===== src/rtl/generic_width_packer.sv =====
// -----------------------------------------------------------------------------
// generic_width_packer
//
// Narrow-to-wide stream packer. Collects RATIO beats of W_IN bits and presents
// them as one W_OUT = W_IN*RATIO word. Beat k of a word occupies bits
// [k*W_IN +: W_IN]. Valid/ready handshake on both sides. When the consumer
// keeps i_ready high, one input beat is taken every cycle with no bubbles.
//
// Optional feature macro: GENERIC_WIDTH_PACKER_FLUSH_EN
//   defined   -> i_flush port present; a partially filled word can be emitted
//   undefined -> no i_flush port, every emitted word holds exactly RATIO beats
//
// Ports
//   i_clk    in   1      clock, rising edge
//   i_rst    in   1      asynchronous reset, active-low
//   i_valid  in   1      input beat valid
//   o_ready  out  1      packer accepts i_data this cycle
//   i_data   in   W_IN   input beat
//   i_flush  in   1      emit partial word (flush build only)
//   o_valid  out  1      packed word valid (registered)
//   i_ready  in   1      consumer takes o_data this cycle
//   o_data   out  W_OUT  packed word
//   o_count  out  W_CNT  number of valid beats in o_data (registered)
//
// State | Meaning
// ------+----------------------------------------------------------------
// FILL  | collecting beats into lanes, o_valid=0, always ready
// HOLD  | full (or flushed) word presented, o_valid=1, ready follows i_ready
// -----------------------------------------------------------------------------
module generic_width_packer #(
  parameter  int W_IN  = 1,
  parameter  int RATIO = 4,
  localparam int W_OUT = W_IN * RATIO,
  localparam int W_CNT = $clog2(RATIO + 1)
) (
  input  logic             i_clk,
  input  logic             i_rst,
  input  logic             i_valid,
  output logic             o_ready,
  input  logic [W_IN-1:0]  i_data,
`ifdef GENERIC_WIDTH_PACKER_FLUSH_EN
  input  logic             i_flush,
`endif
  output logic             o_valid,
  input  logic             i_ready,
  output logic [W_OUT-1:0] o_data,
  output logic [W_CNT-1:0] o_count
);

  localparam int W_IDX = $clog2(RATIO);

  typedef enum logic {
    S_FILL = 1'b0,
    S_HOLD = 1'b1
  } state_e;

  state_e             state_q, state_d;
  logic [W_IDX-1:0]   idx_q, idx_d;
  logic [W_OUT-1:0]   data_q, data_d;
  logic [W_CNT-1:0]   count_q, count_d;
  logic               accept;
  logic               drain;
  logic               flush_go;

  // ---------------------------------------------------------------------------
  // State register
  // ---------------------------------------------------------------------------
  always_ff @(posedge i_clk or negedge i_rst) begin
    if (!i_rst) begin
      state_q <= S_FILL;
      idx_q   <= '0;
      data_q  <= '0;
      count_q <= '0;
    end else begin
      state_q <= state_d;
      idx_q   <= idx_d;
      data_q  <= data_d;
      count_q <= count_d;
    end
  end

  // ---------------------------------------------------------------------------
  // Output decode
  // ---------------------------------------------------------------------------
  always_comb begin
    o_valid = (state_q == S_HOLD);
    // While holding, a beat can only be taken in the cycle the word leaves.
    o_ready = (state_q == S_FILL) ? 1'b1 : i_ready;
    o_data  = data_q;
    o_count = count_q;
  end

  assign accept = i_valid & o_ready;
  assign drain  = (state_q == S_HOLD) & i_ready;

`ifdef GENERIC_WIDTH_PACKER_FLUSH_EN
  // Flushing an empty packer is a no-op; a beat arriving with the flush
  // counts as content and is packed before emission.
  assign flush_go = i_flush & (state_q == S_FILL) & ((idx_q != '0) | accept);
`else
  assign flush_go = 1'b0;
`endif

  // ---------------------------------------------------------------------------
  // Next-state and datapath
  // ---------------------------------------------------------------------------
  always_comb begin
    state_d = state_q;
    idx_d   = idx_q;
    data_d  = data_q;
    count_d = count_q;

    unique case (state_q)
      S_FILL: begin
        if (accept) begin
          for (int k = 0; k < RATIO; k++) begin
            if (idx_q == W_IDX'(k)) begin
              data_d[k*W_IN +: W_IN] = i_data;
            end
          end
          if (idx_q == W_IDX'(RATIO - 1)) begin
            state_d = S_HOLD;
            count_d = W_CNT'(RATIO);
            idx_d   = '0;
          end else begin
            idx_d = idx_q + W_IDX'(1);
          end
        end
        if (flush_go && (state_d == S_FILL)) begin
          state_d = S_HOLD;
          count_d = W_CNT'(idx_q) + W_CNT'(accept);
          idx_d   = '0;
        end
      end

      S_HOLD: begin
        if (drain) begin
          state_d = S_FILL;
          count_d = '0;
          // Clearing on drain keeps unwritten lanes of the next word at zero.
          data_d  = '0;
          idx_d   = '0;
          if (accept) begin
            data_d[W_IN-1:0] = i_data;
            idx_d            = W_IDX'(1);
          end
        end
      end

      default: begin
        state_d = S_FILL;
      end
    endcase
  end

endmodule

===== config.mk =====
export PLATFORM = sky130hd
export DESIGN_NAME = generic_width_packer
export DESIGN_NICKNAME = d
export VERILOG_FILES = /design/src/rtl/generic_width_packer.sv
export SDC_FILE = /design/constraint.sdc
export NUM_CORES = 1
export LEC_CHECK = 0
export BUFFER_PORTS_ARGS = -buffer_cell sky130_fd_sc_hd__buf_2
export CAP_MARGIN = 25
export CORE_AREA = 2 2 39 41
export CTS_BUF_LIST = sky130_fd_sc_hd__clkbuf_4 sky130_fd_sc_hd__clkbuf_8
export DETAILED_ROUTE_END_ITERATION = 8
export DIE_AREA = 0 0 41 43
export GPL_ROUTABILITY_DRIVEN = 0
export GPL_TIMING_DRIVEN = 0
export SLEW_MARGIN = 0
export SYNTH_ARGS = -nofsm -noshare
export SYNTH_HDL_FRONTEND = slang
export SYNTH_SLANG_ARGS = --single-unit

===== constraint.sdc =====
create_clock -name i_clk -period 1.35 [get_ports i_clk]
set_input_delay 0.27 -clock i_clk [delete_from_list [all_inputs] [get_ports i_clk]]
set_output_delay 0.27 -clock i_clk [all_outputs]
set_load 0.02 [all_outputs]

==> flow_metrics.py <==
metrics = {
    "critical_path": {
        "required_ns": 1.08,
        "endpoint_kind": "primary output",
        "reg2reg_slack_ns": 0.10,
        "reg2regPathDepth": 5,
        "critPathKind": "flop to primary output",
        "worstSetupStartpoint": "o_valid",
        "crit_chain": "nor2b_4, inv_2, buf_4",
        "startpoint_type": "flop",
        "cp_max_fo": 4,
        "r2r-start": "idx_q[0]",
        "r2r-end": "o_data[0]",
        "crit_slowest_cell": "dfrtp_1",
        "arrival_ns": 1.01,
        "critPathMaxStageDelay_ns": 0.35,
    },
    "floorplanning": {
        "row_count": 14,
        "die_area_um2": 1760,
        "coreArea_um2": 1380,
        "initial_core_util": 0.348,
        "die_w_um": 41,
        "io_pins": 14,
        "chipHeight_um": 43,
    },
    "power": {
        "vdd_ir_drop_max_v": 0.000755,
        "power_per_cell_area_nw_per_um2": 2050,
        "p_leak_nw": 0.324,
    },
    "sta": {
        "maxSlewViolCount": 0,
        "timing.fmax_mhz": 783,
        "setup_violations": 0,
        "fin_crit_ns": 1.28,
        "fin_setup_tns_ns": 0,
        "timing_hold_violations_final": 0,
        "period_share": 0.946,
        "rsz0062_at_grt": "no",
        "finClkSkew_ns": 0.00101,
    },
    "clock_tree": {
        "cts_max_path_buffers": 2,
        "root_buffer": "clkbuf_4",
        "cts.sinks": 8,
        "cts_buffers": 3,
        "clk_pin_slew_ns": 0.05,
        "htree_num_levels": 1,
        "cts_tree": "done",
        "clock_latency_ns": 0.25,
    },
    "layout": {
        "drive_above_1_share": 0.343,
        "final_common_cell": "buf_2",
        "final_nets": 78,
        "filler_cell_count": 140,
        "final_area_um2": 616,
        "diodes": 0,
        "layout_common_cells": "10 x buf_2, 8 x dfrtp_1, 5 x mux2i_1, 5 x nand2_1, 5 x buf_4",
        "area_growth_pct": 27.8,
    },
    "detailed_routing": {
        "wl_um": 931,
        "via_per_inst": 4.71,
        "wl_per_cell_um": 11.2,
        "drtIter0Drc": 13,
        "drc": 0,
        "drtAntennaViolNets": 0,
        "drt_first_pass_iters": 4,
        "vias": 391,
    },
    "yosys": {
        "synth-seq-cells": 8,
        "synth_cells": 49,
        "synth_area_um2": 482,
        "syn_avg_cell_area_um2": 9.83,
        "yosysSeqAreaShare": 0.416,
        "synth_cell_types": 21,
        "yosysWarningCount": 0,
    },
    "hold_path": {
        "hp-start": "i_ready",
        "whs_path_depth": 2,
        "hold_path_class": "input port to flop",
        "hold_path_end": "o_count[2]",
    },
    "grt": {
        "grt_pass1_wl_mm": 1.40,
        "grt_overflow": 0,
        "grt_pass1_vias": 354,
        "antenna_found_initial": 0,
        "grt_start_max_net_pins": 11,
        "grt_util_all_layers": 0.122,
    },
    "placement": {
        "post-dp-hpwl_um": 667,
        "port_buffers": 11,
        "place_area_um2": 561,
    },
    "run_status": {
        "status": "completed",
    },
    "run": {
        "max_cap_viol_count": 0,
    },
}
## worst max-delay path by stage
stage	to	slack (ns)	cells after the start
floorplan	o_data[0]	0.23	5
global placement	o_data[0]	0.16	5
detailed placement	o_data[0]	0.11	5
CTS	o_ready	0.04	3
global route	o_ready	0.006	3
finish	o_ready	0.07	3
## cells by family (layout without fill, tap and decap cells)
| family | after synthesis | after routing | share of synthesized area |
|---|---|---|---|
| compound gates | 13 | 13 | 0.169 |
| buf+inv | 8 | 25 | 0.0935 |
| simple gates | 10 | 10 | 0.107 |
| fa+ha+maj | 4 | 4 | 0.104 |
| mux | 5 | 5 | 0.104 |
| other cells | 1 | 2 | 0.00778 |
| flops | 8 | 8 | 0.416 |
## flip-flops by register name (all words and copies together), names as in the netlist
name	cells
o_data	4
idx_q	2
o_count	1
o_valid	1
## critical path: cells and delay by family (launching register included)
kind	cells	cell delay [ns]
flops	1	0.35
buf+inv	2	0.21
simple gates	1	0.19
## synth_stat cells
| cell type | n | area share |
|---|---|---|
| ha_1 | 4 | 0.10 |
| nor2_1 | 1 | 0.0078 |
| conb_1 | 1 | 0.0078 |
| a21boi_2 | 1 | 0.023 |
| a21oi_1 | 3 | 0.031 |
| nand2_2 | 1 | 0.013 |
| buf_4 | 2 | 0.031 |
| o21ai_0 | 4 | 0.042 |
| nand2_1 | 5 | 0.039 |
| nor2b_2 | 1 | 0.018 |
| buf_6 | 1 | 0.023 |
| inv_1 | 4 | 0.031 |
| clkbuf_1 | 1 | 0.0078 |
| and2b_1 | 1 | 0.016 |
| dfrtp_1 | 8 | 0.42 |
| a31oi_1 | 1 | 0.013 |
| o22ai_1 | 2 | 0.026 |
| mux2i_1 | 5 | 0.10 |
| nor2b_1 | 1 | 0.013 |
| a211oi_1 | 1 | 0.016 |
| a311oi_1 | 1 | 0.018 |
## area by class of cell
class                      count  area, um^2  share of cell area
clock buffer                   3        22.5              0.0366
tap                           16        20.0              0.0325
multi-input combinational     34         245               0.398
buffer                         4        30.0              0.0488
inverter                       4        15.0              0.0244
sequential                     8         200               0.325
timing repair buffer          14        82.6               0.134
## metrics by stage
| step | hold slack (ns) | total power, mW | setup WS (ns) | instances | utilization |
|---|---|---|---|---|---|
| 6_report | 0.320 | 1.26 | 0.0725 | 83 | 0.445 |
| 5_1_grt | 0.328 | 1.37 | 0.00587 | 83 | 0.445 |
| 2_1_floorplan | -0.0256 | 0.881 | 0.226 | 50 | - |
| 3_5_place_dp | 0.126 | 1.05 | 0.112 | 77 | 0.405 |
| 4_1_cts | 0.313 | 1.26 | 0.0355 | 81 | 0.432 |
| 3_3_place_gp | 0.123 | 1.04 | 0.159 | 77 | 0.405 |
## routing by layer
metal / vias to the layer above / GRT usage / wire (um) / part of all wire
li1: 200 / - / - / -
met1: 177 / 0.158 / 457 / 0.49
met2: 12 / 0.163 / 426 / 0.46
met3: 2 / 0.0314 / 31 / 0.033
met4: 0 / 0.100 / 15 / 0.016
met5: - / 0 / 0 / 0
## power breakdown
| group | internal (mW) | leakage, nW | total, mW | switching, mW |
|---|---|---|---|---|
| clock | 0.102 | 0.0138 | 0.183 | 0.0813 |
| sequential | 0.352 | 0.0977 | 0.443 | 0.0909 |
| combinational | 0.278 | 0.213 | 0.638 | 0.361 |
| total | 0.731 | 0.324 | 1.26 | 0.533 |
## timing repair
action                                  4_1_cts  5_1_grt
buffers inserted                              0        2
hold endpoints to repair                      8        0
endpoints found under the setup margin        1        1
gates resized for setup                       1        2
pin swaps                                     0        0
hold buffers                                  1        0
(Power assumes the default switching activity.)
